$ cat src/rtl/vga_timing_if.sv
// Raster timing bundle between the timing generator and downstream pixel/video logic.
// The generator side consumes the pixel-rate enable and drives sync, data enable and position.
interface vga_timing_if #(
  parameter int CNT_W = 12
) ();
  logic             pixel_en;
  logic             hsync;
  logic             vsync;
  logic             de;
  logic [CNT_W-1:0] x;
  logic [CNT_W-1:0] y;
  logic             line_start;
  logic             frame_start;

  modport master (
    input  pixel_en,
    output hsync, vsync, de, x, y, line_start, frame_start
  );

  modport slave (
    output pixel_en,
    input  hsync, vsync, de, x, y, line_start, frame_start
  );
endinterface

$ cat src/rtl/vga_timing_generator.sv
// Parametrised VGA/DVI raster timing: two-level h/v position counter with registered,
// zero-latency sync/de/start decode, advancing only on pixel_en.
//
// phase  | h range (v uses the same layout with V_ parameters)
// ACTIVE | [0, H_ACTIVE)
// FRONT  | [H_ACTIVE, H_ACTIVE+H_FRONT)
// SYNC   | [H_ACTIVE+H_FRONT, H_ACTIVE+H_FRONT+H_SYNC)
// BACK   | [H_ACTIVE+H_FRONT+H_SYNC, H_TOTAL)
module vga_timing_generator #(
  parameter int H_ACTIVE   = 640,
  parameter int H_FRONT    = 16,
  parameter int H_SYNC     = 96,
  parameter int H_BACK     = 48,
  parameter int V_ACTIVE   = 480,
  parameter int V_FRONT    = 10,
  parameter int V_SYNC     = 2,
  parameter int V_BACK     = 33,
  parameter int H_SYNC_POL = 0,
  parameter int V_SYNC_POL = 0,
  parameter int CNT_W      = 12
) (
  input  logic        clock,
  input  logic        reset,
  vga_timing_if.master bus
);

  typedef logic [CNT_W-1:0] cnt_t;

  localparam int H_TOTAL = H_ACTIVE + H_FRONT + H_SYNC + H_BACK;
  localparam int V_TOTAL = V_ACTIVE + V_FRONT + V_SYNC + V_BACK;

  localparam cnt_t H_LAST       = cnt_t'(H_TOTAL - 1);
  localparam cnt_t V_LAST       = cnt_t'(V_TOTAL - 1);
  localparam cnt_t H_ACT_END    = cnt_t'(H_ACTIVE);
  localparam cnt_t V_ACT_END    = cnt_t'(V_ACTIVE);
  localparam cnt_t H_SYNC_START = cnt_t'(H_ACTIVE + H_FRONT);
  localparam cnt_t H_SYNC_END   = cnt_t'(H_ACTIVE + H_FRONT + H_SYNC);
  localparam cnt_t V_SYNC_START = cnt_t'(V_ACTIVE + V_FRONT);
  localparam cnt_t V_SYNC_END   = cnt_t'(V_ACTIVE + V_FRONT + V_SYNC);

  localparam logic HS_ON = (H_SYNC_POL != 0);
  localparam logic VS_ON = (V_SYNC_POL != 0);

  cnt_t h, v;
  cnt_t h_nxt, v_nxt;
  logic hsync_q, vsync_q, de_q, line_start_q, frame_start_q;
  logic hsync_nxt, vsync_nxt, de_nxt, line_start_nxt, frame_start_nxt;

  // Wrap by explicit compare so non-power-of-two totals never rely on overflow.
  always_comb begin
    h_nxt = h + cnt_t'(1);
    v_nxt = v;
    if (h == H_LAST) begin
      h_nxt = '0;
      v_nxt = (v == V_LAST) ? '0 : v + cnt_t'(1);
    end
  end

  // Decode the position being entered so the registered outputs line up with x/y.
  always_comb begin
    hsync_nxt       = ((h_nxt >= H_SYNC_START) && (h_nxt < H_SYNC_END)) ? HS_ON : ~HS_ON;
    vsync_nxt       = ((v_nxt >= V_SYNC_START) && (v_nxt < V_SYNC_END)) ? VS_ON : ~VS_ON;
    de_nxt          = (h_nxt < H_ACT_END) && (v_nxt < V_ACT_END);
    line_start_nxt  = (h_nxt == '0);
    frame_start_nxt = (h_nxt == '0) && (v_nxt == '0);
  end

  // Reset position is the last back-porch pixel, so sync/de/starts are all inactive there.
  always_ff @(posedge clock or negedge reset) begin
    if (!reset) begin
      h             <= H_LAST;
      v             <= V_LAST;
      hsync_q       <= ~HS_ON;
      vsync_q       <= ~VS_ON;
      de_q          <= 1'b0;
      line_start_q  <= 1'b0;
      frame_start_q <= 1'b0;
    end else if (bus.pixel_en) begin
      h             <= h_nxt;
      v             <= v_nxt;
      hsync_q       <= hsync_nxt;
      vsync_q       <= vsync_nxt;
      de_q          <= de_nxt;
      line_start_q  <= line_start_nxt;
      frame_start_q <= frame_start_nxt;
    end
  end

  assign bus.x           = h;
  assign bus.y           = v;
  assign bus.hsync       = hsync_q;
  assign bus.vsync       = vsync_q;
  assign bus.de          = de_q;
  assign bus.line_start  = line_start_q;
  assign bus.frame_start = frame_start_q;

endmodule

$ cat src/flat_wrapper.sv
// flat-port wrapper written by rule: the top's interface ports become plain ports
module vga_timing_generator_flat 
#(
  parameter int H_ACTIVE   = 640,
  parameter int H_FRONT    = 16,
  parameter int H_SYNC     = 96,
  parameter int H_BACK     = 48,
  parameter int V_ACTIVE   = 480,
  parameter int V_FRONT    = 10,
  parameter int V_SYNC     = 2,
  parameter int V_BACK     = 33,
  parameter int H_SYNC_POL = 0,
  parameter int V_SYNC_POL = 0,
  parameter int CNT_W      = 12
)
  (clock, reset, bus_pixel_en, bus_hsync, bus_vsync, bus_de, bus_x, bus_y, bus_line_start, bus_frame_start);
  vga_timing_if #(.CNT_W(CNT_W)) bus_i ();
  input  logic clock;
  input  logic reset;
  input wire logic [$bits(bus_i.pixel_en)-1:0] bus_pixel_en;
  output wire logic [$bits(bus_i.hsync)-1:0] bus_hsync;
  output wire logic [$bits(bus_i.vsync)-1:0] bus_vsync;
  output wire logic [$bits(bus_i.de)-1:0] bus_de;
  output wire logic [$bits(bus_i.x)-1:0] bus_x;
  output wire logic [$bits(bus_i.y)-1:0] bus_y;
  output wire logic [$bits(bus_i.line_start)-1:0] bus_line_start;
  output wire logic [$bits(bus_i.frame_start)-1:0] bus_frame_start;
  assign bus_i.pixel_en = bus_pixel_en;
  assign bus_hsync = bus_i.hsync;
  assign bus_vsync = bus_i.vsync;
  assign bus_de = bus_i.de;
  assign bus_x = bus_i.x;
  assign bus_y = bus_i.y;
  assign bus_line_start = bus_i.line_start;
  assign bus_frame_start = bus_i.frame_start;
  vga_timing_generator #(.H_ACTIVE(H_ACTIVE), .H_FRONT(H_FRONT), .H_SYNC(H_SYNC), .H_BACK(H_BACK), .V_ACTIVE(V_ACTIVE), .V_FRONT(V_FRONT), .V_SYNC(V_SYNC), .V_BACK(V_BACK), .H_SYNC_POL(H_SYNC_POL), .V_SYNC_POL(V_SYNC_POL), .CNT_W(CNT_W)) u_core (.clock(clock), .reset(reset), .bus(bus_i));
endmodule
$ cat config.mk
export PLATFORM = sky130hd
export DESIGN_NAME = vga_timing_generator_flat
export DESIGN_NICKNAME = d
export VERILOG_FILES = /design/src/rtl/vga_timing_if.sv /design/src/rtl/vga_timing_generator.sv /design/src/flat_wrapper.sv
export SDC_FILE = /design/constraint.sdc
export NUM_CORES = 1
export LEC_CHECK = 0
export CORE_ASPECT_RATIO = 1.1
export CORE_UTILIZATION = 56
export CTS_BUF_LIST = sky130_fd_sc_hd__clkbuf_4 sky130_fd_sc_hd__clkbuf_8
export DETAILED_ROUTE_END_ITERATION = 7
export PLACE_DENSITY = 0.82
export SKIP_CTS_REPAIR_TIMING = 1
export SLEW_MARGIN = 10
export SYNTH_ARGS = -nofsm -noshare
export SYNTH_HDL_FRONTEND = slang
export SYNTH_SLANG_ARGS = --single-unit
$ cat constraint.sdc
create_clock -name clock -period 3.6 [get_ports clock]
set_input_delay 0.72 -clock clock [delete_from_list [all_inputs] [get_ports clock]]
set_output_delay 0.72 -clock clock [all_outputs]
set_load 0.03 [all_outputs]
=== After elaboration in Yosys (flattened, before gate mapping) ===
Cells that the tools add are included.

* Register bits: 29
* Output and inout port bits: 29
* Logic and storage cells: 28

* Add/sub/neg operators: 2
* $lt $le $gt $ge: 6
* Equal/unequal tests: 2
* Muxes and demuxes: 5
* Reductions and logical operators: 6

{| class="wikitable"
|+ Operators by type and width
! cell !! count
|-
| $mux 12 || 3
|-
| $add 12x1->12 const B || 2
|-
| $eq 12x10->1 const B || 2
|-
| $logic_not 12->1 || 2
|-
| $lt 12x10->1 const B || 2
|-
| $lt 12x9->1 const B || 2
|-
| $ge 12x10->1 const B || 1
|-
| $ge 12x9->1 const B || 1
|-
| $logic_and 1x1->1 || 4
|-
| $mux 1 || 2
|}

=== Longest topological paths before layout ===
* Depth after elaboration: 6
* Depth in mapped cells: 9
* Gate-level depth less buffers: 8

=== Worst setup path before layout ===
No wires, ideal clock.

* Kind: reg2reg
* Start: reg u_core.h[7], in the netlist u_core.bus.x[7]
* End: reg u_core.vsync_q, in the netlist u_core.bus.vsync
* Setup time: 0.082 ns
* Arrival: 2.715 ns
* Slack: 0.804 ns
* Stages on the path, launching flop included: 9
* Path buffers: 2
* Clock period less this slack: 2.796 ns
* Cell sequence: dfrtp_1 -> buf_6 -> or4_4 -> or4_1 -> buf_2 -> nor4_1 -> xnor2_1 -> nand3_1 -> o31a_1

* Longest elaborated chain between the ends: 5

{| class="wikitable"
|+ RTL lines
! what !! RTL line !! source
|-
| start, declared || vga_timing_generator.sv:44 || <nowiki>cnt_t h, v;</nowiki>
|-
| start signal, assigned || vga_timing_generator.sv:79 || <nowiki>h <= h_nxt;</nowiki>
|-
| $eq 12x10->1 (*) || vga_timing_generator.sv:53 || <nowiki>if (h == H_LAST) begin</nowiki>
|-
| $mux 12 (*) || vga_timing_generator.sv:53 ||
|-
| $ge 12x9->1 or $lt 12x9->1 (tied branches) || vga_timing_generator.sv:62 || <nowiki>vsync_nxt = ((v_nxt >= V_SYNC_START) && (v_nxt < V_SYNC_END)) ? VS_ON : ~VS_ON;</nowiki>
|-
| $logic_and 1x1->1 (*) || vga_timing_generator.sv:62 ||
|-
| $mux 1 (*) || vga_timing_generator.sv:62 ||
|-
| end signal, assigned || vga_timing_generator.sv:74 || <nowiki>vsync_q <= ~VS_ON;</nowiki>
|-
| end signal, assigned || vga_timing_generator.sv:82 || <nowiki>vsync_q <= vsync_nxt;</nowiki>
|-
| end, declared || vga_timing_generator.sv:46 || <nowiki>logic hsync_q, vsync_q, de_q, line_start_q, frame_start_q;</nowiki>
|}

Mark *: on every way between the ends. The rest lies on a longest branch, timed or not.
A chain may end at the register's enable or synchronous reset.

=== Worst setup path in the final report ===
* Start: reg u_core.h[0], in the netlist u_core.bus.x[0]
* End: reg u_core.vsync_q, in the netlist u_core.bus.vsync

The elaborated chain is that of the path after synthesis.

==> results_dict.tcl <==
set metrics [dict create \
    coreArea_mm2 0.00363 \
    cts_buffers 5 \
    cts_root_buf "clkbuf_8" \
    drv_slew 0 \
    multiInputGateArea_mm2 0.00126 \
    grt-ovfl-total 0 \
    num_io_pins 32 \
    synthMostInstantiatedCell "nand2_1" \
    p_sw_share_pct 37.9 \
    vdd_ir_drop_max_v 0.000512 \
    worst_pin_slew_ns 1.07 \
    pwr-share-comb_pct 33.2 \
    synth_edf_count 0 \
    area_growth_pct 19.7 \
    yosysWarnings 0 \
    first_pass_iters 4 \
    relSlewSlack_pct 28.7 \
    postRouteAntennaNets 0 \
    critPathMaxFanout 16 \
    fp.dieArea_mm2 0.00403 \
    worst_ep_required_time_ns 3.81 \
    synth.top_cells.by_count "nand2_1, clkbuf_1, nand3_1, nor2_1, dfrtp_1" \
    via_per_inst 6.34 \
    skew_ns 0.00815 \
    synthFlopType "dfrtp_1" \
    hold_class "flop to flop" \
    cts_tree "built" \
    wl_per_cell_um 16.8 \
    grt_max_degree 24 \
    rsz0062_at_grt "false" \
    arrival_ns 3.41 \
    drtIter0Drc 136 \
    status "complete, no violations" \
    power_density_mw_per_mm2 431 \
    internal_power_uw 678 \
    critPathLaunchType "flop" \
    fp.dieH_um 66.5 \
    antennaDiodeCount 0 \
    max_freq_mhz 313 \
    p_leak_nw 0.942 \
    synth_seq_cells 29 \
    yosysSeqAreaShare_pct 35.0 \
    cp-end-kind "flop" \
    finalCritPeriodShare_pct 88.8 \
    p_sw_uw 414 \
    pwr-share-seq_pct 42.4 \
    grt_pass1_wl_mm 9.06 \
    wl_mm 5.44 \
    async_flop_share_pct 100 \
    clk_pin_slew_ns 0.07 \
    nNetsFinal 279 \
    drive_gt1_share_pct 14.2 \
    syn_avg_cell_area_um2 8.43 \
    fin_ws_ns 0.405 \
    setup_viol 0 \
    initial_utilization_pct 58.4 \
    place_area_mm2 0.00245 \
    hpwl_mm 3.78 \
    synthCells 251 \
    pwr-share-clk_pct 24.3 \
    vias 2054 \
    seq_area_um2 741 \
    yosysTopAreaCell "dfrtp_1" \
    synthTopCellsByArea "dfrtp_1, dfstp_2, xnor2_1" \
    ys_types 54 \
    gr-usage-all-layers_pct 30.3 \
    utilization_pct 69.8 \
    drc 0 \
    final_area_mm2 0.00253 \
    gp_congestion 0.901 \
    die_w_um 60.6 \
    setup_tns_ns 0 \
    pre_cts_ws_ns 0.459 \
    io_buffers 31 \
    synth.top_cell.area_share_pct 20.1 \
    cts.sink_count 29 \
    grt_pass1_vias 1929 \
    grt_antenna_before_repair 0 \
    insertion_delay_ns 0.28 \
    hold_viol 0 \
    period_minus_slack_ns 3.20 \
    clock_path_buffers 2 \
    path_class "flop to flop" \
    syn_area_mm2 0.00212 \
    nFillCells 311 \
    htreeDepth 2 \
    maxCapViolations 0 \
    num_rows 23 \
    synthesis.nets 257 \
]
==> stage by stage <==
stage               cells  power (mW)  hold WS (ns)
finish                324        1.09         0.495
global route          324        1.15         0.517
CTS                   324        1.10         0.495
detailed placement    316       0.825         0.477
global placement      316       0.827         0.483
floorplan             251       0.701         0.424
==> critical path: stages (launching register included) <==
cell     delay, ns
dfstp_2       0.58
ha_1          0.30
nand4_1       0.27
or4_1         0.83
nor4_1        0.46
xnor2_1       0.20
nand3_1       0.15
o31a_1        0.32
==> final timing paths <==
| kind | from | to | slack, ns | cells after the start |
|---|---|---|---|---|
| worst max register to register | u_core.bus.x[0]$_DFFE_PN1P_ | u_core.bus.vsync$_DFFE_PN1P_ | 0.40 | 7 |
| worst max-delay path | u_core.bus.x[0]$_DFFE_PN1P_ | u_core.bus.vsync$_DFFE_PN1P_ | 0.40 | 7 |
| worst min-delay path | u_core.bus.de$_DFFE_PN0P_ | u_core.bus.de$_DFFE_PN0P_ | 0.49 | 1 |
| min in group asynchronous | reset | u_core.bus.y[4]$_DFFE_PN0P_ | 1.02 | 1 |
| worst min register to register | u_core.bus.de$_DFFE_PN0P_ | u_core.bus.de$_DFFE_PN0P_ | 0.49 | 1 |
| max in group asynchronous | reset | u_core.bus.x[4]$_DFFE_PN1P_ | 1.84 | 2 |
==> sequential cells by signal (all words and copies together) (netlist names) <==
| signal | count |
|---|---|
| u_core.bus.de | 1 |
| u_core.bus.frame_start | 1 |
| u_core.bus.hsync | 1 |
| u_core.bus.line_start | 1 |
| u_core.bus.vsync | 1 |
| u_core.bus.x | 12 |
| u_core.bus.y | 12 |
==> logic make-up (layout without fill, tap and decap cells) <==
| family | after synthesis | after routing | synth area share (%) |
|---|---|---|---|
| compound gates | 52 | 52 | 17.0 |
| xor+xnor | 19 | 19 | 7.87 |
| fa+ha+maj | 3 | 3 | 1.77 |
| buf+inv | 28 | 51 | 5.38 |
| flops | 29 | 29 | 35.0 |
| mux | 7 | 7 | 3.55 |
| simple gates | 113 | 113 | 29.5 |
==> power by group through the flow <==
stage          Combinational [mW]  Clock [mW]  Sequential (mW)
6_report                    0.363       0.266            0.463
3_5_place_dp                0.360           0            0.465
4_1_cts                     0.364       0.273            0.461
5_1_grt                     0.393       0.283            0.472
3_3_place_gp                0.363           0            0.465
2_1_floorplan               0.213           0            0.488
==> cell usage in the layout (no fill, tap or decap), types with 7 or more instances in the layout <==
master and count:
nand4_1 11, nand2_1 22, nor3_1 9, o21ai_0 13, buf_4 7, a21oi_1 11, nor2_1 19, clkdlybuf4s50_1 31
nand3_1 19, xnor2_1 14, dfstp_2 12, dfrtp_1 17
==> final cells by class <==
| cell class | instances | area share, % |
|---|---|---|
| Clock buffer | 6 | 3.01 |
| Clock inverter | 2 | 0.395 |
| Inverter | 5 | 0.741 |
| Sequential cell | 29 | 29.2 |
| Timing Repair Buffer | 38 | 14.3 |
| Tap cell | 50 | 2.47 |
| Multi-Input combinational cell | 194 | 49.8 |
==> layer usage <==
metal	global-route usage (%)	up-vias	share of wire, %
li1	-	972	-
met1	38.2	975	41
met2	50.5	93	51
met3	5.63	14	6.3
met4	11.9	0	2.1
met5	0	-	0
Note: power is estimated with default switching activity, not from simulation.
